===== config.mk =====
export PLATFORM = sky130hd
export DESIGN_NAME = multicycle_control_unit
export DESIGN_NICKNAME = d
export VERILOG_FILES = /design/src/rtl/multicycle_control_unit.sv
export SDC_FILE = /design/constraint.sdc
export NUM_CORES = 1
export LEC_CHECK = 0
export ABC_CLOCK_PERIOD_IN_PS = 2190
export CAP_MARGIN = 20
export CELL_PAD_IN_SITES_DETAIL_PLACEMENT = 0
export CELL_PAD_IN_SITES_GLOBAL_PLACEMENT = 1
export CORE_MARGIN = 2
export CORE_UTILIZATION = 34
export DETAILED_ROUTE_END_ITERATION = 8
export GPL_ROUTABILITY_DRIVEN = 1
export PLACE_DENSITY = 0.91
export SYNTH_ARGS = -nofsm -noshare
export SYNTH_HDL_FRONTEND = slang
export SYNTH_SLANG_ARGS = --single-unit
export TNS_END_PERCENT = 10

===== constraint.sdc =====
create_clock -name clk -period 2.19 [get_ports clk]
set_input_delay 0.438 -clock clk [delete_from_list [all_inputs] [get_ports clk]]
set_output_delay 0.438 -clock clk [all_outputs]
set_load 0.1 [all_outputs]

===== src/rtl/multicycle_control_unit.sv =====
// Multicycle MIPS control FSM: FETCH/DECODE/EXEC/MEM/WB sequencing, 3-5 cycles per instruction, stalls on mem_ready.
// Optional ILLEGAL_OP_TRAP_EN: unknown opcodes go to TRAP (PCSource=11) instead of falling back to FETCH.
module multicycle_control_unit #(
  parameter int OP_W    = 6,
  parameter int ALUOP_W = 3,
  parameter int STATE_W = 4
) (
  input  logic               clk,
  input  logic               rst_n,
  input  logic [OP_W-1:0]    op,
  input  logic               mem_ready,
  output logic               PCWrite,
  output logic               PCWriteCond,
  output logic               IorD,
  output logic               MemRead,
  output logic               MemWrite,
  output logic               IRWrite,
  output logic               MemToReg,
  output logic               RegDst,
  output logic               RegWrite,
  output logic               ALUSrcA,
  output logic [1:0]         ALUSrcB,
  output logic [1:0]         PCSource,
  output logic [ALUOP_W-1:0] ALUOp,
  output logic               instr_done,
  output logic [STATE_W-1:0] state
);

  typedef enum logic [3:0] {
    S_RST      = 4'd0,
    S_FETCH    = 4'd1,
    S_DECODE   = 4'd2,
    S_R_EXEC   = 4'd3,
    S_R_WB     = 4'd4,
    S_MEM_ADDR = 4'd5,
    S_MEM_RD   = 4'd6,
    S_MEM_WB   = 4'd7,
    S_MEM_WR   = 4'd8,
    S_BRANCH   = 4'd9,
    S_JUMP     = 4'd10,
    S_I_EXEC   = 4'd11,
    S_I_WB     = 4'd12,
    S_TRAP     = 4'd13
  } state_t;

  localparam logic [OP_W-1:0] OP_R    = OP_W'(6'b000000);
  localparam logic [OP_W-1:0] OP_LW   = OP_W'(6'b100011);
  localparam logic [OP_W-1:0] OP_SW   = OP_W'(6'b101011);
  localparam logic [OP_W-1:0] OP_BEQ  = OP_W'(6'b000100);
  localparam logic [OP_W-1:0] OP_J    = OP_W'(6'b000010);
  localparam logic [OP_W-1:0] OP_ADDI = OP_W'(6'b001000);
  localparam logic [OP_W-1:0] OP_ANDI = OP_W'(6'b001100);
  localparam logic [OP_W-1:0] OP_ORI  = OP_W'(6'b001101);
  localparam logic [OP_W-1:0] OP_SLTI = OP_W'(6'b001010);

  state_t          state_q, state_d;
  logic [OP_W-1:0] op_q, op_d;

  always_ff @(posedge clk) begin
    if (!rst_n) begin
      state_q <= S_RST;
      op_q    <= '0;
    end else begin
      state_q <= state_d;
      op_q    <= op_d;
    end
  end

  always_comb begin
    state_d = state_q;
    op_d    = op_q;
    case (state_q)
      S_RST:      state_d = S_FETCH;
      S_FETCH:    if (mem_ready) state_d = S_DECODE;
      S_DECODE: begin
        // Later states decode op_q so the IR may change once DECODE is past.
        op_d = op;
        case (op)
          OP_R:                               state_d = S_R_EXEC;
          OP_LW, OP_SW:                       state_d = S_MEM_ADDR;
          OP_BEQ:                             state_d = S_BRANCH;
          OP_J:                               state_d = S_JUMP;
          OP_ADDI, OP_ANDI, OP_ORI, OP_SLTI:  state_d = S_I_EXEC;
`ifdef ILLEGAL_OP_TRAP_EN
          default:                            state_d = S_TRAP;
`else
          default:                            state_d = S_FETCH;
`endif
        endcase
      end
      S_R_EXEC:   state_d = S_R_WB;
      S_MEM_ADDR: state_d = (op_q == OP_SW) ? S_MEM_WR : S_MEM_RD;
      S_MEM_RD:   if (mem_ready) state_d = S_MEM_WB;
      S_MEM_WR:   if (mem_ready) state_d = S_FETCH;
      S_I_EXEC:   state_d = S_I_WB;
      default:    state_d = S_FETCH;
    endcase
  end

  always_comb begin
    PCWrite     = 1'b0;
    PCWriteCond = 1'b0;
    IorD        = 1'b0;
    MemRead     = 1'b0;
    MemWrite    = 1'b0;
    IRWrite     = 1'b0;
    MemToReg    = 1'b0;
    RegDst      = 1'b0;
    RegWrite    = 1'b0;
    ALUSrcA     = 1'b0;
    ALUSrcB     = 2'b00;
    PCSource    = 2'b00;
    ALUOp       = '0;
    instr_done  = 1'b0;
    case (state_q)
      S_FETCH: begin
        MemRead = 1'b1;
        ALUSrcB = 2'b01;
        IRWrite = mem_ready;
        PCWrite = mem_ready;
      end
      S_DECODE:   ALUSrcB = 2'b11;
      S_R_EXEC: begin
        ALUSrcA = 1'b1;
        ALUOp   = ALUOP_W'(3'b010);
      end
      S_R_WB: begin
        RegDst     = 1'b1;
        RegWrite   = 1'b1;
        instr_done = 1'b1;
      end
      S_MEM_ADDR: begin
        ALUSrcA = 1'b1;
        ALUSrcB = 2'b10;
      end
      S_MEM_RD: begin
        MemRead = 1'b1;
        IorD    = 1'b1;
      end
      S_MEM_WB: begin
        MemToReg   = 1'b1;
        RegWrite   = 1'b1;
        instr_done = 1'b1;
      end
      S_MEM_WR: begin
        MemWrite   = 1'b1;
        IorD       = 1'b1;
        instr_done = mem_ready;
      end
      S_BRANCH: begin
        ALUSrcA     = 1'b1;
        ALUOp       = ALUOP_W'(3'b001);
        PCWriteCond = 1'b1;
        PCSource    = 2'b01;
        instr_done  = 1'b1;
      end
      S_JUMP: begin
        PCWrite    = 1'b1;
        PCSource   = 2'b10;
        instr_done = 1'b1;
      end
      S_I_EXEC: begin
        ALUSrcA = 1'b1;
        ALUSrcB = 2'b10;
        case (op_q)
          OP_ANDI: ALUOp = ALUOP_W'(3'b011);
          OP_ORI:  ALUOp = ALUOP_W'(3'b100);
          OP_SLTI: ALUOp = ALUOP_W'(3'b101);
          default: ALUOp = ALUOP_W'(3'b000);
        endcase
      end
      S_I_WB: begin
        RegWrite   = 1'b1;
        instr_done = 1'b1;
      end
`ifdef ILLEGAL_OP_TRAP_EN
      S_TRAP: begin
        PCWrite    = 1'b1;
        PCSource   = 2'b11;
        instr_done = 1'b1;
      end
`endif
      default: ;
    endcase
  end

  assign state = STATE_W'(state_q);

endmodule


### Word level (Yosys, flattened, before mapping)

Index checks and enable logic that the tools add are counted.

| word-level totals | value |
|---|---|
| register bits | 10 |
| bits of input ports | 9 |
| logic and storage cells | 60 |

| cells by class | value |
|---|---|
| equal/unequal tests | 27 |
| muxes and demuxes | 21 |
| reduce and logical (&&, ||, !) cells | 10 |

Operators with widths:

| operator | count |
|---|---|
| 6-bit by 4-bit equality test with 1-bit output, second input constant | 7 |
| 4-bit case mux with 7 select lines | 1 |
| 4-bit equality test, second input constant | 5 |
| 4-bit case mux with 5 select lines | 1 |
| 6-bit equality test, second input constant | 3 |
| 3-bit case mux with 3 select lines | 2 |
| 4-bit by 3-bit equality test with 1-bit output, second input constant | 4 |
| 4-bit two-way mux | 4 |
| 1-bit two-way mux | 9 |
| 4-bit by 2-bit equality test with 1-bit output, second input constant | 2 |
| 2-bit OR reduction | 4 |
| 4-bit OR reduction | 2 |
| 6-bit by 2-bit equality test with 1-bit output, second input constant | 1 |
| 6-bit by 3-bit equality test with 1-bit output, second input constant | 1 |
| 6-bit logical NOT | 1 |
| 2-bit != test, second input constant | 3 |
| 2-bit case mux with 3 select lines | 1 |
| 5-bit OR reduction | 1 |
| 4-bit by 1-bit equality test with 1-bit output, second input constant | 1 |
| 1-bit case mux with 2 select lines | 2 |
| 2-bit case mux with 2 select lines | 1 |
| 3-bit AND reduction | 1 |
| 3-bit OR reduction | 1 |

### Logic depth before layout (Yosys ltp)

| depth | value |
|---|---|
| word-level depth | 4 |
| depth in mapped cells | 6 |
| mapped depth without buffers | 4 |

### Worst setup path before layout

Ideal clock, no wire load.

| path | value |
|---|---|
| path type | flip-flop to output port |
| start point | reg state_q[1] (netlist: state[1]) |
| end point | out PCWrite |
| data arrival time | 4.320 ns |
| required time | 1.752 ns |
| setup slack | -2.568 ns |
| cell stages (with the launch flop) | 5 |
| buffers on the path | 1 |
| cells stage by stage | dfxtp_1 buf_4 nand2_1 nor3_1 or2_1 |

| on the way | value |
|---|---|
| longest elaborated chain between the ends | 2 |

RTL lines:

| element | line | text |
|---|---|---|
| start, declared | 56 | `state_t state_q, state_d;` |
| start signal, assigned | 64 | `state_q <= state_d;` |
| 4-bit equality test or 4-bit by 1-bit equality test with 1-bit output (tied branches) | 115 | `case (state_q)` |
| 1-bit case mux with 2 select lines (*) | 115 |  |
| end, declared | 12 | `output logic PCWrite,` |

Mark *: on every way between the ends. The rest lies on a longest branch, timed or not.

### Worst setup path in the final report

| path | value |
|---|---|
| start point | reg state_q[2] (netlist: state[2]) |
| end point | out instr_done |

| on the way | value |
|---|---|
| longest elaborated chain between the ends | 3 |

RTL lines:

| element | line | text |
|---|---|---|
| 4-bit equality test or 4-bit by 3-bit equality test with 1-bit output (tied branches) | 115 |  |
| 5-bit OR reduction (no source line) | n/a |  |
| 1-bit case mux with 2 select lines (*) | 115 |  |
| end, declared | 25 | `output logic instr_done,` |

Marks and branches as above.

==> impl_metrics.ini <==
[cts]
path_clk_slew_ns = 0.07
clkSinkCount = 10
insertion_delay_ns = 0.28
htreeDepth = 1
clk_path_buf_depth = 2
cts_tree = yes
cts_buffers = 3
clock-root-buffer = clkbuf_4

[routing]
antenna_left = 0
detail_route.wl_per_cell_um = 13.7
first_pass_iters = 4
wl_um = 2550
drc = 0
dr_total_vias = 993
drt-vias-per-instance = 5.34
dr.first_iter.drc_count = 24

[cells_and_area]
fin_util_pct = 63.9
final_cell_mix = buf_12 (19), nand2_1 (18), buf_4 (10)
layout.nets = 166
stdcell_area_um2 = 1630
syn_to_final_growth_pct = 74.5
n_antenna_cell = 0
fin_cells = 186
post_route_cells_drive_above_1_share_pct = 42.3
final_common_cell = buf_12

[placed_design]
placed_area_um2 = 1570
hpwl_um = 1990
io_buffers = 30
place.gp.congestion = 0.787
dp_cells = 181
place_ws_ns = 0.130

[sta]
fin_setup_tns_ns = 0
finalCritPeriodShare_pct = 96.3
finalSetupViolCount = 0
hold_viol_final = 0
worstMarginPinSlew_ns = 0.441
clock.fmax_mhz = 474
relSlewSlack_pct = 70.4
finalWorstSetupSlack_ns = 0.0801
period_minus_slack_ns = 2.11
skew_ns = 0.0116
whs_ns = 0.458
rsz0062_at_grt = true
drv_slew = 0

[yosys]
synthFlopType = dfxtp_1
syn_nets = 134
ys_ff_latch = 10
ys_seq_area_share_pct = 21.5
async_flop_share_pct = 0
syn-instance-count = 125
synthTopCellsByArea = dfxtp_1 (21%), nand2_1 (7.7%), a21boi_1 (5.6%)
avgSynthCellArea_um2 = 7.46
yosysTopAreaCell = dfxtp_1
synth_cell_types = 46
ys_warn_count = 0
synth_top_area_share_pct = 21.5
synth_edf_count = 0
netlist_area_um2 = 932

[die]
die_width_um = 56.4
rows = 18
die-area_um2 = 3180
die_y_um = 56.4
core_region_area_um2 = 2540
ios = 31
start_util_pct = 36.6

[grt]
grt_pass1_wl_um = 4330
grt_usage_pct = 17.4
antenna_found_initial = 0
grt-ovfl-total = 0
grt_max_degree = 23
first_global_vias = 932

[run_status]
status = complete, no violations

[pwr]
p_per_area_nw_per_um2 = 389
total_power_uw = 632
ir_drop_mv = 0.337
p_leak_nw = 0.568

[worst_hold_path]
min_from = op_q[4]
hp-class = reg -> reg

[setup_path]
crit_path_end_kind = output port
timing_worst_setup_path_type = reg -> out
cp_max_fo = 22
crit_start = state[2]
rrSetupSlack_ns = 0.57
cp-start-kind = flip-flop
arrival_ns = 1.67
critical_path_required_ns = 1.75
r2r_start = state[3]

[flow_run]
drv_cap = 0
-- kinds of logic (layout without fill, tap and decap cells) --
family                    count (synthesis)  count (layout)  synth area share [%]
and+or+nand+nor                          69              69                  44.6
AOI/OAI and AO/OA                        29              29                  21.3
buffers and inverters                    13              44                  8.86
DFF                                      10              10                  21.5
xor gates and xnor gates                  4               4                  3.76
-- where the power goes --
part | internal [mW] | leakage, nW | switching [mW]
Clock | 0.0705 | 0.0150 | 0.0676
Sequential | 0.187 | 0.0837 | 0.0128
Combinational | 0.105 | 0.469 | 0.190
-- cells in the mapped netlist, types with 3 or more instances --
cell,instances
nand2_1,19
dfxtp_1,10
o21ai_0,3
a21boi_1,7
buf_4,3
nand3b_1,4
nor2_1,14
nor3_1,5
nand2b_1,3
nand2b_4,3
a21oi_1,6
-- timing repair --
item	4_1_cts	5_1_grt
setup buffers	0	1
setup endpoints to repair	3	4
hold buffers	0	0
pin swaps	1	0
gates resized for setup	1	3
-- sequential cells by signal (all words and copies together), names as in the netlist --
signal and cells:
state 4, op_q 6
-- critical path, stage by stage, from the launching register on --
cell,delay (ns)
dfxtp_2,0.33
buf_4,0.30
nor2b_2,0.29
nor3_1,0.12
a21oi_4,0.16
buf_12,0.19
-- routing by layer --
metal,GRT usage (%),wire length [um],part of all wire (%),up-vias
met5,0,0,0,-
met4,11.6,91,3.6,0
met3,2.07,66,2.6,8
met2,26.7,1250,49,24
met1,22.8,1150,45,455
li1,-,-,-,506
-- final timing paths --
kind	end	depth (start not counted)
hold / removal	op_q[4]	2
hold reg to reg	op_q[4]	2
setup / recovery	instr_done	5
setup reg to reg	state[3]	5
-- layout make-up --
type	instances	area, um^2
well taps	30	37.5
flip-flops and latches	10	213
clock buffers	4	26.3
repair buffers	37	536
fillers	228	918
multi-input cells	102	803
inverters	3	11.3
No activity file was read; power rests on OpenSTA's default activity.
